File: src/rtl/cache_pkg.sv
// Shared dcache types: MESI encoding, data word and flush sequencer states.
package cache_pkg;

  typedef enum logic [1:0] {
    INVALID   = 2'b00,
    SHARED    = 2'b01,
    EXCLUSIVE = 2'b10,
    MODIFIED  = 2'b11
  } mesi_t;

  typedef logic [31:0] word_t;

  typedef enum logic [2:0] {
    IDLE,
    CHECK,
    WB,
    INV,
    COUNTER,
    DONE
  } dflush_state_t;

endpackage

File: src/rtl/flush_index_counter.sv
// Nested set/way/word walker for the dcache flush sequencer.
module flush_index_counter #(
  parameter  int SETS  = 8,
  parameter  int WAYS  = 2,
  parameter  int WORDS = 2,
  localparam int SET_W = $clog2(SETS),
  localparam int WAY_W = (WAYS > 1) ? $clog2(WAYS) : 1,
  localparam int WRD_W = (WORDS > 1) ? $clog2(WORDS) : 1
) (
  input  logic             CLK,
  input  logic             nRST,
  input  logic             clr,
  input  logic             inc_word,
  input  logic             inc_blk,
  output logic [SET_W-1:0] set_o,
  output logic [WAY_W-1:0] way_o,
  output logic [WRD_W-1:0] word_o,
  output logic             last_word,
  output logic             last_blk
);

  typedef struct packed {
    logic [SET_W-1:0] set;
    logic [WAY_W-1:0] way;
    logic [WRD_W-1:0] word;
  } flush_cnt_t;

  flush_cnt_t cnt_q, cnt_d;
  logic       last_way;
  logic       last_set;

  assign last_word = cnt_q.word == WRD_W'(WORDS - 1);
  assign last_way  = cnt_q.way == WAY_W'(WAYS - 1);
  assign last_set  = cnt_q.set == SET_W'(SETS - 1);
  assign last_blk  = last_way && last_set;

  always_comb begin
    cnt_d = cnt_q;
    if (clr) begin
      cnt_d = '0;
    end else if (inc_blk) begin
      // way is the inner loop, set the outer one
      cnt_d.word = '0;
      cnt_d.way  = last_way ? '0 : cnt_q.way + 1'b1;
      if (last_way)
        cnt_d.set = last_set ? '0 : cnt_q.set + 1'b1;
    end else if (inc_word) begin
      cnt_d.word = last_word ? '0 : cnt_q.word + 1'b1;
    end
  end

  always_ff @(posedge CLK) begin
    if (!nRST) cnt_q <= '0;
    else       cnt_q <= cnt_d;
  end

  assign set_o  = cnt_q.set;
  assign way_o  = cnt_q.way;
  assign word_o = cnt_q.word;

endmodule

File: src/rtl/dcache_flush_engine.sv
// Halt-time dcache flush: write back MODIFIED blocks, invalidate all, store hit count.
module dcache_flush_engine
  import cache_pkg::*;
#(
  parameter  int          SETS     = 8,
  parameter  int          WAYS     = 2,
  parameter  int          WORDS    = 2,
  parameter  logic [31:0] CNT_ADDR = 32'h3100,
  localparam int          SET_W    = $clog2(SETS),
  localparam int          WAY_W    = (WAYS > 1) ? $clog2(WAYS) : 1,
  localparam int          WRD_W    = (WORDS > 1) ? $clog2(WORDS) : 1,
  localparam int          OFF_W    = $clog2(WORDS),
  localparam int          TAG_W    = 32 - SET_W - OFF_W - 2
) (
  input  logic               CLK,
  input  logic               nRST,
  input  logic               halt,
  input  logic [31:0]        hit_count,
  output logic [SET_W-1:0]   rd_set,
  output logic [WAY_W-1:0]   rd_way,
  input  mesi_t              blk_mesi,
  input  logic [TAG_W-1:0]   blk_tag,
  input  logic [WORDS*32-1:0] blk_data,
  output logic               inv_en,
  output logic               mem_wen,
  output logic [31:0]        mem_addr,
  output logic [31:0]        mem_store,
  input  logic               mem_wait,
  output logic               busy,
  output logic               flush_done
);

  dflush_state_t    state_q, state_d;
  logic             wen_q, wen_d;
  word_t            addr_q, addr_d;
  word_t            store_q, store_d;
  logic             inv_q, inv_d;
  logic             busy_q, busy_d;
  logic             done_q, done_d;
  logic             clr, inc_word, inc_blk;
  logic             last_word, last_blk;
  logic [WRD_W-1:0] word;

  flush_index_counter #(
    .SETS (SETS),
    .WAYS (WAYS),
    .WORDS(WORDS)
  ) u_idx (
    .CLK      (CLK),
    .nRST     (nRST),
    .clr      (clr),
    .inc_word (inc_word),
    .inc_blk  (inc_blk),
    .set_o    (rd_set),
    .way_o    (rd_way),
    .word_o   (word),
    .last_word(last_word),
    .last_blk (last_blk)
  );

  function automatic word_t blk_addr(
    input logic [TAG_W-1:0] tag,
    input logic [SET_W-1:0] set,
    input logic [WRD_W-1:0] w
  );
    return (word_t'(tag) << (32 - TAG_W))
         | (word_t'(set) << (OFF_W + 2))
         | (word_t'(w) << 2);
  endfunction

  function automatic word_t blk_word(
    input logic [WORDS*32-1:0] data,
    input logic [WRD_W-1:0]    w
  );
    return word_t'(data >> {w, 5'd0});
  endfunction

  // memory outputs are registered one state ahead so they hold through waits
  always_comb begin
    state_d  = state_q;
    wen_d    = 1'b0;
    addr_d   = addr_q;
    store_d  = store_q;
    inv_d    = 1'b0;
    busy_d   = busy_q;
    done_d   = done_q;
    clr      = 1'b0;
    inc_word = 1'b0;
    inc_blk  = 1'b0;
    unique case (state_q)
      IDLE: begin
        if (halt) begin
          state_d = CHECK;
          busy_d  = 1'b1;
          clr     = 1'b1;
        end
      end
      CHECK: begin
        if (blk_mesi == MODIFIED) begin
          state_d = WB;
          wen_d   = 1'b1;
          addr_d  = blk_addr(blk_tag, rd_set, word);
          store_d = blk_word(blk_data, word);
        end else begin
          state_d = INV;
          inv_d   = 1'b1;
        end
      end
      WB: begin
        wen_d = 1'b1;
        if (!mem_wait) begin
          if (last_word) begin
            state_d = INV;
            wen_d   = 1'b0;
            inv_d   = 1'b1;
          end else begin
            inc_word = 1'b1;
            addr_d   = blk_addr(blk_tag, rd_set, word + 1'b1);
            store_d  = blk_word(blk_data, word + 1'b1);
          end
        end
      end
      INV: begin
        inc_blk = 1'b1;
        if (last_blk) begin
          state_d = COUNTER;
          wen_d   = 1'b1;
          addr_d  = CNT_ADDR;
          store_d = hit_count;
        end else begin
          state_d = CHECK;
        end
      end
      COUNTER: begin
        wen_d = 1'b1;
        if (!mem_wait) begin
          state_d = DONE;
          wen_d   = 1'b0;
          busy_d  = 1'b0;
          done_d  = 1'b1;
        end
      end
      DONE: begin
        state_d = DONE;
      end
      default: begin
        state_d = IDLE;
      end
    endcase
  end

  always_ff @(posedge CLK) begin
    if (!nRST) begin
      state_q <= IDLE;
      wen_q   <= 1'b0;
      addr_q  <= '0;
      store_q <= '0;
      inv_q   <= 1'b0;
      busy_q  <= 1'b0;
      done_q  <= 1'b0;
    end else begin
      state_q <= state_d;
      wen_q   <= wen_d;
      addr_q  <= addr_d;
      store_q <= store_d;
      inv_q   <= inv_d;
      busy_q  <= busy_d;
      done_q  <= done_d;
    end
  end

  assign mem_wen    = wen_q;
  assign mem_addr   = addr_q;
  assign mem_store  = store_q;
  assign inv_en     = inv_q;
  assign busy       = busy_q;
  assign flush_done = done_q;

endmodule
File: config.mk
export PLATFORM = sky130hd
export DESIGN_NAME = dcache_flush_engine
export DESIGN_NICKNAME = d
export VERILOG_FILES = /design/src/rtl/cache_pkg.sv /design/src/rtl/flush_index_counter.sv /design/src/rtl/dcache_flush_engine.sv
export SDC_FILE = /design/constraint.sdc
export NUM_CORES = 1
export LEC_CHECK = 0
export BUFFER_PORTS_ARGS = -buffer_cell sky130_fd_sc_hd__buf_2
export CORE_UTILIZATION = 49
export CTS_CLUSTER_DIAMETER = 30
export DETAILED_ROUTE_END_ITERATION = 10
export PLACE_DENSITY = 0.86
export SETUP_SLACK_MARGIN = 0.15
export SYNTH_ARGS = -nofsm -noshare
export SYNTH_HDL_FRONTEND = slang
export SYNTH_SLANG_ARGS = --single-unit
File: constraint.sdc
create_clock -name CLK -period 4.1 [get_ports CLK]
set_clock_uncertainty 0.1 [all_clocks]
set_input_delay 0.615 -clock CLK [delete_from_list [all_inputs] [get_ports CLK]]
set_output_delay 0.615 -clock CLK [all_outputs]
set_load 0.005 [all_outputs]
# Word level (Yosys, flattened, before mapping)
# Index checks and enable logic that the tools add are counted.
op_classes:
  addsub: 3
  eq_ne: 14
  shift: 2
  mux: 38
  bitwise_logic: 5
  n_reduce_logical: 11
op_table:
  columns: ["cell", "n"]
  rows:
  - ["$mux W32", 8]
  - ["$pmux W32 S3", 2]
  - ["$shr A64 B6 Y32", 2]
  - ["$or A32 B3 Y32", 2]
  - ["$or A32 B6 Y32", 1]
  - ["$mux W1", 18]
  - ["$mux W3", 6]
  - ["$pmux W3 S6", 1]
  - ["$ne A2 B2 Y1 const B", 6]
  - ["$eq A3 B3 Y1 const B", 3]
  - ["$eq A3 B2 Y1 const B", 2]
  - ["$reduce_and A5 Y1", 1]
  - ["$pmux W1 S2", 2]
  - ["$pmux W1 S4", 1]
  - ["$reduce_and A2 Y1", 2]
  - ["$reduce_and A4 Y1", 1]
  - ["$add A3 B1 Y3 const B", 1]
  - ["$eq A3 B1 Y1 const B", 1]
  - ["$logic_not A3 Y1", 1]
  - ["$reduce_and A3 Y1", 1]
  - ["$reduce_bool A3 Y1", 1]
  - ["$reduce_or A3 Y1", 1]
  - ["$add A1 B1 Y1 const B", 2]
  - ["$eq A2 B2 Y1 const B", 1]
  - ["other kinds (5)", 6]
word_totals:
  reg_bits: 76
  input_bits: 128
  out_inout_bits: 72
  wordCells: 83

# Longest topological paths before layout
# Gate-level depths: netlist of run 1.
logic_depth:
  word_depth: 5
  mapped_depth: 10
  ltp_nobuf: 7

# Cells and area by module
# A second synthesis of run 1 with hierarchy kept.
unflattened:
  hier_cells: 493
  hier_area_um2: 4336.7
modules_own_cells:
  columns: ["mod", "n_inst", "cells_each", "area_each_um2", "seq_area_each_um2"]
  rows:
  - ["dcache_flush_engine", 1, 468, 4082.7, 1381.3]
  - ["flush_index_counter", 1, 25, 254.0, 100.1]

# Worst setup path after synthesis of run 1
# OpenSTA, ideal clock, no wires.
synth_path:
  kind: "register to register"
  from: "register state_q[2]"
  to: "register store_q[28] (netlist: mem_store[28])"
  setup_time_ns: 0.137
  t_arrival_ns: 1.916
  required_time_ns: 3.863
  setup_slack_ns: 1.947
  path_stages_with_launch: 11
  path_buffers: 3
  period_less_slack_ns: 2.153
  path_cell_list: "dfxtp_1 clkbuf_1 nand2b_1 nor2_1 ha_1 clkbuf_1 buf_2 mux2i_1 nor2_1 a21oi_1 o31ai_2"
synth_via:
  elab_chain_cells: 3
  elab_cells_between_ends: 10
  cone_classes: "eq/ne (7); mux (1); reduce/logical (2)"
synth_lines:
  columns: ["element", "line", "text"]
  rows:
  - ["start: declaration", "dcache_flush_engine.sv:33", "dflush_state_t state_q, state_d;"]
  - ["start signal: assignment", "dcache_flush_engine.sv:162", "state_q <= state_d;"]
  - ["$eq A3 B2 Y1 or $eq A3 B1 Y1 (tied branches)", "dcache_flush_engine.sv:90", "unique case (state_q)"]
  - ["$ne A2 B2 Y1 (no source line) or $reduce_bool A3 Y1 (tied branches)", null, null]
  - ["$reduce_and A5 Y1 (no source line)", null, null]
  - ["end signal: assignment", "dcache_flush_engine.sv:165", "store_q <= store_d;"]
  - ["end: declaration", "dcache_flush_engine.sv:36", "word_t store_q, store_d;"]
# Parallel ways exist; a longest one is shown, timed or not.
# A chain may end at the register's enable or synchronous reset.

# Worst setup path after layout of run 1
layout_path:
  from: "register u_idx.cnt_q, in the netlist u_idx.set_o[0]"
  to: "register addr_q[13] (netlist: mem_addr[13])"
layout_via:
  elab_chain_cells: 4
layout_lines:
  columns: ["element", "line", "text"]
  rows:
  - ["start: declaration", "flush_index_counter.sv:28", "flush_cnt_t cnt_q, cnt_d;"]
  - ["start signal: assignment", "flush_index_counter.sv:54", "else cnt_q <= cnt_d;"]
  - ["$eq A3 B3 Y1", "flush_index_counter.sv:34", "assign last_set = cnt_q.set == SET_W'(SETS - 1);"]
  - ["$logic_and A1 B1 Y1", "flush_index_counter.sv:35", "assign last_blk = last_way && last_set;"]
  - ["$ne A2 B2 Y1 (no source line)", null, null]
  - ["$reduce_and A5 Y1 (no source line)", null, null]
  - ["end signal: assignment", "dcache_flush_engine.sv:164", "addr_q <= addr_d;"]
  - ["end: declaration", "dcache_flush_engine.sv:35", "word_t addr_q, addr_d;"]
# No other way between the ends.

==> flow_summary.ini, run 1 <==
[sta]
setup_viol = 0
period_needed_ps = 2880
slew_viol_final = 0
period_share_pct = 70.24
rsz0062_at_grt = false
max_slew_margin_pct = 29.16
hold_violations = 0
tns_ps = 0
worst_pin_slew_ps = 1060
fmax_ghz = 0.3472

[finish]
diodes = 0
fillerInstances = 648
nets = 740
final_cell_mix = 197 x buf_2, 74 x dfxtp_1, 62 x mux2i_1, 42 x nor2_1, 40 x a21oi_1
fin_cells = 715
drive_above_1_share_pct = 38.34
layout_commonest_cell = buf_2
seq_area_um2 = 1481
multi_input_area_um2 = 2138
syn_to_final_growth_pct = 29.10

[die]
die-area_um2 = 8246
die_h_um = 90.81
ios = 200
core_area_um2 = 7687
die_w_um = 90.81
num_rows = 32
start_util_pct = 50.28

[clock_network]
cts.sinks = 74
holdBufCountCts = 0
insertion_delay_ps = 340
htreeDepth = 3
cts_tree = built
cts_root_buf = clkbuf_8
cts_buffers = 9
path_clk_slew_ps = 80
postCtsSetupBuffers = 0
clk_path_buf_depth = 2
cts_resized = 0

[detailed_routing]
drt_wl_total_um = 10440
drt_iter0_markers = 136
route.detailed.drc = 0
dr.pass1.iters = 4
dr_total_vias = 3950
drtAntennaViolNets = 0
via_per_inst = 5.524
avgRoutedWirePerCell_um = 14.60

[setup_path]
r2r_slack_ps = 1220
end_kind = flip-flop
crit_start = u_idx.set_o[0]
worstPathRequired_ps = 4270
reg2reg_from = u_idx.set_o[0]
crit_end = mem_addr[13]
crit_fanout = 34
crit_type = flip-flop to flip-flop
cp-start-kind = flip-flop
cp.arrival_ps = 3050
r2r_end = mem_addr[13]
r2r_cells = 7

[placement]
port_buffers = 197
dp_hpwl_um = 7300
routabilityCongestion = 0.8186
numPlacedInstances = 700

[synthesis]
synthCells = 445
synth_edf_count = 0
synth_ff_type = dfxtp_1
synth.distinct_cells = 40
avgSynthCellArea_um2 = 8.685
synth_top_cell_by_area = dfxtp_1
yosys_warnings = 0
ys_seq_area_share_pct = 38.33
synth-seq-cells = 74
synth_top_area_share_pct = 38.33
ys_async_sr_fraction_pct = 0
synth.top_cells.by_area = dfxtp_1 38%, mux2i_1 16%, o311ai_0 7.3%
syn_area_um2 = 3865

[global_route]
grt_max_degree = 98
antenna_found_initial = 0
grt_usage_pct = 25.34
overflow = 0
first_global_vias = 3810
grt_pass1_wl_um = 17000

[power]
p_leak_nw = 2.457
power_density_nw_per_um2 = 416.9
finalPower_mw = 2.080
max-vdd-ir-drop_mv = 0.1944

[status]
status = finished clean

[min_path]
hold_path.class = flip-flop to flip-flop

[flow_run]
cap_violations = 0
-- cell families after synthesis --
family / after synthesis / synth area share, %
flip-flops: 74 / 38.33
multiplexers: 64 / 16.64
AO/OA/AOI/OAI: 119 / 22.18
other: 1 / 0.09703
XOR/XNOR: 1 / 0.2267
AND/OR/NAND/NOR: 127 / 14.70
adder cells (fa/ha/maj): 3 / 0.9713
buffers and inverters: 56 / 6.863
-- worst min path at each step --
stage,startpoint,to,cells after the start
detailed placement,mem_addr[4],mem_addr[4],2
finish,mem_addr[4],mem_addr[4],2
global placement,mem_addr[20],mem_addr[20],2
global route,mem_addr[4],mem_addr[4],2
floorplan,mem_addr[10],mem_addr[10],2
CTS,mem_addr[4],mem_addr[4],2
-- where the power goes --
group          internal (mW)  total, mW  leakage (nW)  switching [mW]
Clock                  0.292      0.557        0.0941           0.265
Sequential             0.814      0.875         0.603          0.0618
Combinational          0.293      0.648          1.76           0.354
-- worst max-delay path: stages (launching register included) --
cell	delay (ps)
dfxtp_1	350
ha_1	220
ha_1	230
nand3_2	100
o211a_2	610
or3_1	560
buf_4	400
mux2i_1	220
-- synthesized netlist by cell type (2+ instances only) --
cell      number
buf_2          8
o31ai_1       25
nand2_1       38
nor2_1        42
mux2i_1       62
inv_1          4
nor3_1         4
o21ai_0        7
clkbuf_1      33
buf_1          2
ha_1           3
buf_6          4
buf_4          4
dfxtp_1       74
nand2b_1       4
nand3_1       28
a21oi_1       40
mux2_2         2
o311ai_0      32
and3b_1        2
or3_1          2
o31ai_2        7
-- sequential cells by signal (all words and copies together) (netlist names) --
signal	count
u_idx.set_o	3
mem_wen	1
u_idx.way_o	1
mem_addr	30
inv_en	1
state_q	3
busy	1
flush_done	1
mem_store	32
u_idx.last_word	1
-- layer usage --
metal,up-vias,track usage (%),share of wire (%)
met5,-,0,0
met4,0,11.64,2.5
met3,26,4.714,6.3
met2,169,45.33,50
met1,1801,29.06,41
li1,1954,-,-
-- cell type report --
class	count	share of cell area [%]
Clock buffer	10	2.758
Clock inverter	5	1.103
Inverter	5	0.3761
Multi-Input combinational cell	316	42.85
Sequential cell	74	29.69
Tap cell	102	2.558
Timing Repair Buffer	203	20.66
-- per-stage QoR --
step	hold slack, ps	cell area [um2]	util (%)	setup slack [ps]
6_report	357.1	4990	64.91	1220
3_5_place_dp	344.5	4797	62.40	1276
5_1_grt	377.1	4990	64.91	1037
4_1_cts	359.5	4990	64.91	1233
2_1_floorplan	351.1	3869	-	1947
3_3_place_gp	339.8	4797	62.40	1375
Power figures use the tool's default switching activity.
==> run 2, diff against run 1 <==
--- a/config.mk
+++ b/config.mk
@@ -6,10 +6,10 @@
 export NUM_CORES = 1
 export LEC_CHECK = 0
 export BUFFER_PORTS_ARGS = -buffer_cell sky130_fd_sc_hd__buf_2
-export CORE_UTILIZATION = 49
+export CORE_UTILIZATION = 46
 export CTS_CLUSTER_DIAMETER = 30
 export DETAILED_ROUTE_END_ITERATION = 10
-export PLACE_DENSITY = 0.86
+export PLACE_DENSITY = 0.81
 export SETUP_SLACK_MARGIN = 0.15
 export SYNTH_ARGS = -nofsm -noshare
 export SYNTH_HDL_FRONTEND = slang
==> constraint.sdc (replaced) <==
create_clock -name CLK -period 2.8 [get_ports CLK]
set_clock_uncertainty 0.1 [all_clocks]
set_input_delay 0.42 -clock CLK [delete_from_list [all_inputs] [get_ports CLK]]
set_output_delay 0.42 -clock CLK [all_outputs]
set_load 0.005 [all_outputs]
==> run 2 against run 1 <==
Critical endpoint is now mem_addr[12]. Non-clock buffer count rose by 3. Final area rose by 1.4%. Highest routed layer unchanged. Power up 48%. Register-to-register slack got worse by 770 ps. Sequential share of layout area shrank 0.40 points. Combinational power up 49%. Via count decreased by 0.51%. Fmax up 22%. Sequential cell count unchanged. Setup slack got worse by 770 ps.
==> flow_summary.ini, run 2 (synthesis gave the netlist of run 1 again) <==
[setup_path]
worstPathRequired_ps = 2970
crit_fanout = 36
crit_type = flip-flop to flip-flop
end_kind = flip-flop
cp-start-kind = flip-flop
r2r_slack_ps = 450
cp.arrival_ps = 2530

[clock_network]
cts_root_buf = clkbuf_8
postCtsSetupBuffers = 0
htreeDepth = 3
clk_path_buf_depth = 2
cts.sinks = 74
path_clk_slew_ps = 80
insertion_delay_ps = 340
cts_tree = built
cts_buffers = 9
holdBufCountCts = 0

[die]
start_util_pct = 47.28
die-area_um2 = 8772
num_rows = 33
ios = 200
die_w_um = 93.66
core_area_um2 = 8175
die_h_um = 93.66

[detailed_routing]
via_per_inst = 5.443
avgRoutedWirePerCell_um = 14.37
drt_wl_total_um = 10370
drtAntennaViolNets = 0
m1WireLength_um = 4166
wl_met3_um = 706
dr.pass1.iters = 6
routed.top_layer = met4
dr_total_vias = 3930
route.met2.wl_um = 5300
route.detailed.drc = 0
drt_iter0_markers = 136

[finish]
diodes = 0
layout_commonest_cell = buf_2
nets = 743
fillerInstances = 742
largest_register_ffs = 32
drive_above_1_share_pct = 38.74
final_cell_mix = 197 x buf_2, 74 x dfxtp_1, 62 x mux2i_1, 42 x nor2_1, 40 x a21oi_1
syn_to_final_growth_pct = 30.88

[power]
max-vdd-ir-drop_mv = 0.3374
power_frac_comb_pct = 31.4
clockPowerShare_pct = 27.0
switching_share_pct = 32.58
p_leak_nw = 2.489
pwr-share-seq_pct = 41.6
power_density_nw_per_um2 = 607.6
p_int_mw = 2.072
p_sw_mw = 1.002

[sta]
tns_ps = 0
max_slew_margin_pct = 42.19
layout_setup_ws_ps = 447.2
setup_viol = 0
hold_violations = 0
slew_viol_final = 0
period_needed_ps = 2353
worst_pin_slew_ps = 867.2
fmax_ghz = 0.4250
period_share_pct = 84.03
rsz0062_at_grt = false

[global_route]
grt_pass1_wl_um = 16280
overflow = 0
first_global_vias = 3683
grt_usage_pct = 23.33
grt_max_degree = 98
antenna_found_initial = 0

[min_path]
hold_path.class = primary input to flip-flop

[placement]
port_buffers = 197
routabilityCongestion = 0.7761
preCtsSetupSlack_ps = 331.9
dp_hpwl_um = 7442

[status]
status = finished clean

[flow_run]
cap_violations = 0
==> run 2: changes by cell type in the layout (fill, tap and decap cells not counted), sizes merged <==
cell      previous run  this run
clkinvlp             2         1
buf                203       206
inv                  4         5
clkinv               3         4
==> run 2: routing by layer <==
layer	global-route usage, %	up-vias
met1	25.77	1777
met5	0	-
met4	8.718	0
li1	-	1959
met3	5.663	20
met2	42.95	174
==> run 2: repair_timing <==
| action | in CTS | in global routing |
|---|---|---|
| endpoints found under the hold margin | 0 | 0 |
| endpoints found under the setup margin | 0 | 4 |
| gates resized for setup | 0 | 1 |
==> run 2: worst paths after layout <==
kind,startpoint,end,cells after the start
worst max-delay path,state_q[0],mem_addr[12],5
worst min-delay path,blk_tag[11],mem_addr[17],3
worst max register to register,state_q[0],mem_addr[12],5
worst min register to register,mem_addr[4],mem_addr[4],2
==> run 2: worst max-delay path, cell delays in order (launching register included) <==
cell	delay [ps]
dfxtp_1	460
nand2b_1	230
a32oi_2	650
or3_1	200
buf_4	400
mux2i_1	240
==> run 2: final cells by class <==
| class | instances | area [um2] | area share, % |
|---|---|---|---|
| Multi-Input combinational cell | 316 | 2146 | 42.42 |
| Sequential cell | 74 | 1481 | 29.29 |
| Timing Repair Buffer | 206 | 1079 | 21.32 |
| Clock buffer | 10 | 137.6 | 2.721 |
| Tap cell | 105 | 131.4 | 2.597 |
| Clock inverter | 6 | 65.06 | 1.286 |
| Inverter | 5 | 18.77 | 0.3710 |
==> run 2: per-stage QoR <==
step           area, um2  hold slack, ps  cells  total power, mW  util [%]
2_1_floorplan       3869           351.1    446            1.937         -
3_3_place_gp        4848           338.9    706            2.231     59.31
3_5_place_dp        4848           345.8    706            2.271     59.31
4_1_cts             5051           216.4    722            3.107     61.78
5_1_grt             5059           219.1    722            3.264     61.88
6_report            5059           230.5    722            3.074     61.88
==> run 2: power by group through the flow <==
stage               combinational (mW)  sequential, mW  clock, mW
global route                      1.07            1.29      0.900
detailed placement               0.972            1.30          0
floorplan                        0.645            1.29          0
finish                           0.965            1.28      0.831
CTS                              0.973            1.28      0.858
global placement                 0.939            1.29          0
